**src/rtl/multicycle_ctrl.sv**
```systemverilog
// Main control FSM for the multi-cycle RV32I datapath: decodes op/funct3/funct7b5
// into datapath strobes and ALU control. Optional macro CTRL_BNE_EN enables bne.
module multicycle_ctrl #(
  parameter int ALUCTRL_W = 3
) (
  input  logic                 clk,
  input  logic                 rst,
  input  logic [6:0]           op,
  input  logic [2:0]           funct3,
  input  logic                 funct7b5,
  input  logic                 Zero,
  output logic                 PCWrite,
  output logic                 AdrSrc,
  output logic                 MemWrite,
  output logic                 IRWrite,
  output logic [1:0]           ResultSrc,
  output logic [1:0]           ALUSrcA,
  output logic [1:0]           ALUSrcB,
  output logic [ALUCTRL_W-1:0] ALUctrl,
  output logic [1:0]           ImmSrc,
  output logic                 RegWrite,
  output logic                 illegal
);

  localparam logic [3:0] FETCH    = 4'd0;
  localparam logic [3:0] DECODE   = 4'd1;
  localparam logic [3:0] MEMADR   = 4'd2;
  localparam logic [3:0] MEMREAD  = 4'd3;
  localparam logic [3:0] MEMWB    = 4'd4;
  localparam logic [3:0] MEMWRITE = 4'd5;
  localparam logic [3:0] EXECR    = 4'd6;
  localparam logic [3:0] EXECI    = 4'd7;
  localparam logic [3:0] ALUWB    = 4'd8;
  localparam logic [3:0] JAL      = 4'd9;
  localparam logic [3:0] BRANCH   = 4'd10;

  localparam logic [6:0] OP_LW  = 7'b0000011;
  localparam logic [6:0] OP_SW  = 7'b0100011;
  localparam logic [6:0] OP_R   = 7'b0110011;
  localparam logic [6:0] OP_I   = 7'b0010011;
  localparam logic [6:0] OP_BR  = 7'b1100011;
  localparam logic [6:0] OP_JAL = 7'b1101111;

  localparam logic [2:0] ALU_ADD = 3'b000;
  localparam logic [2:0] ALU_SUB = 3'b001;
  localparam logic [2:0] ALU_AND = 3'b010;
  localparam logic [2:0] ALU_XOR = 3'b100;

  logic [3:0] state, next;
  logic       fn_ok, br_ok, taken, ill_dec;
  logic [2:0] alu_fn;
  logic       pc_w, mem_w, ir_w, reg_w;

  // ALU op shared by R and I forms; funct7b5 selects sub only for R-type
  always_comb begin
    alu_fn = ALU_ADD;
    fn_ok  = 1'b1;
    case (funct3)
      3'b000:  alu_fn = (op == OP_R && funct7b5) ? ALU_SUB : ALU_ADD;
      3'b111:  alu_fn = ALU_AND;
      3'b100:  alu_fn = ALU_XOR;
      default: fn_ok  = 1'b0;
    endcase
  end

  always_comb begin
    br_ok = 1'b0;
    taken = 1'b0;
    case (funct3)
      3'b000: begin br_ok = 1'b1; taken = Zero; end
`ifdef CTRL_BNE_EN
      3'b001: begin br_ok = 1'b1; taken = ~Zero; end
`endif
      default: ;
    endcase
  end

  always_comb begin
    ill_dec = 1'b0;
    next    = FETCH;
    case (state)
      FETCH:  next = DECODE;
      DECODE: begin
        case (op)
          OP_LW, OP_SW: next = MEMADR;
          OP_R:   if (fn_ok) next = EXECR;  else ill_dec = 1'b1;
          OP_I:   if (fn_ok) next = EXECI;  else ill_dec = 1'b1;
          OP_BR:  if (br_ok) next = BRANCH; else ill_dec = 1'b1;
          OP_JAL: next = JAL;
          default: ill_dec = 1'b1;
        endcase
      end
      MEMADR:  next = (op == OP_LW) ? MEMREAD : MEMWRITE;
      MEMREAD: next = MEMWB;
      EXECR, EXECI, JAL: next = ALUWB;
      default: next = FETCH;
    endcase
  end

  always_ff @(posedge clk) begin
    if (!rst) state <= FETCH;
    else      state <= next;
  end

  always_comb begin
    pc_w      = 1'b0;
    mem_w     = 1'b0;
    ir_w      = 1'b0;
    reg_w     = 1'b0;
    AdrSrc    = 1'b0;
    ResultSrc = 2'b00;
    ALUSrcA   = 2'b00;
    ALUSrcB   = 2'b00;
    ALUctrl   = ALU_ADD;
    case (state)
      FETCH:    begin ir_w = 1'b1; pc_w = 1'b1; ALUSrcB = 2'b10; ResultSrc = 2'b10; end
      DECODE:   begin ALUSrcA = 2'b01; ALUSrcB = 2'b01; end
      MEMADR:   begin ALUSrcA = 2'b10; ALUSrcB = 2'b01; end
      MEMREAD:  AdrSrc = 1'b1;
      MEMWB:    begin ResultSrc = 2'b01; reg_w = 1'b1; end
      MEMWRITE: begin AdrSrc = 1'b1; mem_w = 1'b1; end
      EXECR:    begin ALUSrcA = 2'b10; ALUctrl = alu_fn; end
      EXECI:    begin ALUSrcA = 2'b10; ALUSrcB = 2'b01; ALUctrl = alu_fn; end
      ALUWB:    reg_w = 1'b1;
      JAL:      begin ALUSrcA = 2'b01; ALUSrcB = 2'b10; pc_w = 1'b1; end
      BRANCH:   begin ALUSrcA = 2'b10; ALUctrl = ALU_SUB; pc_w = taken; end
      default:  ;
    endcase
  end

  always_comb begin
    case (op)
      OP_SW:   ImmSrc = 2'b01;
      OP_BR:   ImmSrc = 2'b10;
      OP_JAL:  ImmSrc = 2'b11;
      default: ImmSrc = 2'b00;
    endcase
  end

  // Every architectural write is suppressed while reset is held
  assign PCWrite  = rst & pc_w;
  assign IRWrite  = rst & ir_w;
  assign MemWrite = rst & mem_w;
  assign RegWrite = rst & reg_w;
  assign illegal  = rst & ill_dec;

endmodule

```
**config.mk**
```make
export PLATFORM = sky130hd
export DESIGN_NAME = multicycle_ctrl
export DESIGN_NICKNAME = d
export VERILOG_FILES = /design/src/rtl/multicycle_ctrl.sv
export SDC_FILE = /design/constraint.sdc
export NUM_CORES = 1
export LEC_CHECK = 0
export CAP_MARGIN = 20
export CORE_UTILIZATION = 38
export DETAILED_ROUTE_END_ITERATION = 10
export PLACE_DENSITY = 0.78
export SYNTH_ARGS = -nofsm -noshare
export SYNTH_HDL_FRONTEND = slang
export SYNTH_SLANG_ARGS = --single-unit
export TNS_END_PERCENT = 50
```
**constraint.sdc**
```tcl
create_clock -name clk -period 1.6 [get_ports clk]
set_input_delay 0.16 -clock clk [delete_from_list [all_inputs] [get_ports clk]]
set_output_delay 0.16 -clock clk [all_outputs]
set_load 0.02 [all_outputs]
```
Word level (Yosys, flattened, before mapping) --
Cells that the tools add are included.
Storage, ports and cells: input port bits 14, logic and storage cells 64, output and inout port bits 17, register bits after elaboration 4
Cells by class: equality and inequality tests 18, bitwise logic cells 5, reduce and logical (&&, ||, !) cells 15, multiplexer cells 25
Operators with widths (number):
- $pmux W4 S5 | 2
- $eq A4 B3 Y1 const B | 4
- $eq A7 B6 Y1 const B | 2
- $eq A7 B7 Y1 const B | 2
- $reduce_or A2 Y1 | 7
- $eq A4 B4 Y1 const B | 3
- $pmux W2 S2 | 3
- $reduce_or A3 Y1 | 4
- $mux W1 | 11
- $mux W3 | 3
- $pmux W3 S3 | 1
- $eq A4 B2 Y1 const B | 2
- $eq A7 B2 Y1 const B | 1
- $eq A7 B5 Y1 const B | 1
- $eq A3 B3 Y1 const B | 2
- $pmux W2 S3 | 1
- $pmux W3 S2 | 1
- $and A1 B1 Y1 | 5
- $eq A4 B1 Y1 const B | 1
- $logic_not A4 Y1 | 1
- $mux W4 | 1
- $reduce_or A4 Y1 | 1
- $logic_not A3 Y1 | 1
- $pmux W1 S3 | 1
- other kinds (2) | 2

Logic depth before layout (Yosys ltp) --
word-level depth 7, depth in mapped cells 5, gate-level depth less buffers 4

Worst setup path before layout --
Ideal clock, no wire load.
path kind register to output, from register state[2], to output port MemWrite, arrival time 1475 ps, setup slack -35 ps, required time 1440 ps, stages on the path, launching flop included 4, path buffers 1, path through dfxtp_1 buf_2 inv_1 nor4_1
Between the ends: longest elaborated chain between the ends 3
Ends and longest elaborated chain:
- start: declaration | RTL line 49 | logic [3:0] state, next;
- start signal: assignment | RTL line 102 | else state <= next;
- $eq A4 B3 Y1 | RTL line 115 | case (state)
- $mux W1 | RTL line 115
- $and A1 B1 Y1 | RTL line 143 | assign MemWrite = rst & mem_w;
- end: declaration | RTL line 14 | output logic MemWrite,
Every way passes these cells.

Worst setup path after layout --
from register state[0], to output port ResultSrc[1]
Between the ends: longest elaborated chain between the ends 2, elaborated cells on any way between the ends 3, classes of those cells eq/ne: 1; mux: 1; reduce/logical: 1
Ends and longest elaborated chain:
- $eq A4 B3 Y1 or $logic_not A4 Y1 (tied branches) | RTL line 115
- $pmux W2 S2 (*) | RTL line 115
- end: declaration | RTL line 16 | output logic [1:0] ResultSrc,
Every way passes the cells marked *; elsewhere a longest branch is shown, timed or not.

==> impl_metrics.ini <==
[critical_path]
worstPathCellList = buf_4 > nor4_1 > dlygate4sd1_1
critPathKind = reg -> out
slowest_stage = dlygate4sd1_1
worstSetupStartpointType = flip-flop
crit_fanout = 6
required_ps = 1440
cp-end-kind = primary output
cp.arrival_ps = 1520
critPathMaxStageDelay_ps = 390

[clock_network]
cts_buffers = 3
clock-sinks = 4
cts_root_buffer = clkbuf_4
clock_latency_ps = 240
postCtsHoldBufs = 0
cts_tree = built
clk_pin_slew_ps = 40
cts_buffer_depth = 2
htreeDepth = 1

[synth]
syn_area_per_cell_um2 = 6.77
synth_top_area_cell = dfxtp_1
synth_area_leaders = dfxtp_1 (14%), nor3_1 (7.6%), nor2_1 (7.0%), a21oi_1 (5.9%), nor4_1 (5.3%)
yosys_warnings = 0
synth_top_area_share = 0.136
syn-cell-area_um2 = 589
synth.ff_latch_count = 4
syn_nets = 101
synth_cell_type_count = 35
synthCells = 87
seq_area_frac_synth = 0.136

[cells_and_area]
largest_reg_flops = 4
fin_util = 0.929
area_growth_pct = 115
nets = 175
n_antenna_cell = 0
fill_cells = 55
largest-register = state
largestRegisters = state (4)
drive_gt1_frac = 0.547
final_area_um2 = 1270

[timing]
setup_violations = 5
rsz0062_at_grt = true
period_share = 1.05
whs_ps = 486
tightest_slew_ps = 334
maxSlewViolCount = 0
hold_viol_final = 0
relSlewSlack = 0.775
fin_skew_ps = 2.98
final.min_clock_period_ps = 1680
maxClockFrequency_mhz = 594
setup_slack_ps = -82.8

[placement]
dp_hpwl_um = 2200
portBuffers = 30
placed_cell_area_um2 = 1180
gp_congestion = 0.908

[global_routing]
grt_use_total = 0.383
grt_max_degree = 11
grt_pass1_wl_um = 4280
grt_antenna_before_repair = 0
overflow = 0
grt_pass1_vias = 924

[floorplanning]
num_io_pins = 31
die_y_um = 41.4
num_rows = 13
core-area_um2 = 1370
start_util = 0.431
die-area_um2 = 1710
dieWidth_um = 41.4

[detailed_routing]
drtPass1Iterations = 5
num_vias = 1145
drc_errors = 0
drt_iter0_markers = 88
routed_via_density = 6.58
wl_per_cell_um = 22.2
ant_nets = 0
wl_um = 3860

[worst_hold_path]
worst_hold_path_type = in -> reg

[power]
ir_worst_vdd_v = 0.000482
power_per_cell_area_nw_per_um2 = 407
p_leak_nw = 0.575

[run]
drv_cap = 0

[outcome]
status = finished, violations left
violations = negative setup slack
-- worst max-delay path, delay by kind of cell, from the launching register on --
family        cells  cell delay, ps
simple gates      1             340
buf+inv           2             560
flops             1             380
-- layer usage --
layer / global-route usage / routed length, um / vias up
met1: 0.445 / 1360 / 518
met2: 0.680 / 1840 / 126
met3: 0.0532 / 485 / 26
li1: - / - / 475
met5: 0 / 0 / -
met4: 0.185 / 167 / 0
-- path summary, 6_finish.rpt --
path,slack (ps),cells after the start,startpoint,to
max reg2reg,0,6,state[1],state[2]
min reg2reg,700,3,state[1],state[2]
min,490,4,op[5],state[1]
max,-80,3,state[0],ResultSrc[1]
-- what timing repair did --
action | in CTS | in global routing
resized for setup | 68 | 41
endpoints found under the setup margin | 19 | 14
setup buffers | 0 | 5
pin swaps | 7 | 7
-- logic make-up (layout without fill, tap and decap cells) --
| group | count (synthesis) | count (layout) | share of synthesized area |
|---|---|---|---|
| compound gates | 20 | 20 | 0.263 |
| xor+xnor | 3 | 3 | 0.0446 |
| simple gates | 50 | 50 | 0.482 |
| flops | 4 | 4 | 0.136 |
| buf+inv | 10 | 82 | 0.0743 |
-- synth_stat cells (all sizes together) --
library cell,instances
nand4bb,1
clkbuf,2
inv,5
a221o,1
o21ai,3
and2,1
nor4,5
nand3,2
or3,3
o31ai,1
o2bb2a,1
nor2,11
o32ai,1
a22oi,1
nand4,2
o2111ai,1
a41oi,1
xor2,1
nand3b,3
a32oi,1
or4,2
a211oi,1
nor2b,3
nand2b,2
buf,3
nor3,9
a2111oi,1
xnor2,2
a21oi,7
dfxtp,4
nand2,5
and4,1
-- where the power goes --
| part | internal [W] | switching [W] |
|---|---|---|
| sequential | 0.000102 | 0.0000102 |
| combinational | 0.000134 | 0.000142 |
| clock | 0.0000841 | 0.0000445 |
-- area by class of cell --
cell class	instances	area, um2	share of cell area
tap	15	18.8	0.0148
clock buffer	3	22.5	0.0177
timing repair buffer	74	557	0.438
multi-input combinational	73	564	0.444
inverter	5	18.8	0.0148
sequential	4	88.8	0.0700
-- metrics by stage --
step | worst slack (ps) | TNS [ps] | cells | power [W]
3_3_place_gp | -615 | -4400 | 166 | 0.000353
5_1_grt | -130 | -312 | 174 | 0.000528
3_5_place_dp | -720 | -5660 | 166 | 0.000363
2_1_floorplan | 41.0 | 0 | 87 | 0.000207
4_1_cts | -38.9 | -96.2 | 169 | 0.000478
6_report | -82.8 | -173 | 174 | 0.000517
-- layout by cell type, fill, tap and decap left out, drive strengths merged, types with 2 or more instances in the layout --
cell            n
nand4           2
nor4            5
nand3           2
or4             2
buf            53
dfxtp           4
or3             3
nor3            9
o21ai           3
nand2b          2
xnor2           2
inv             5
clkdlybuf4s15   2
nand2           5
a21oi           7
nand3b          3
dlygate4sd2     6
clkdlybuf4s50   3
nor2           11
nor2b           3
clkbuf         11
No activity file was read; power rests on OpenSTA's default activity.
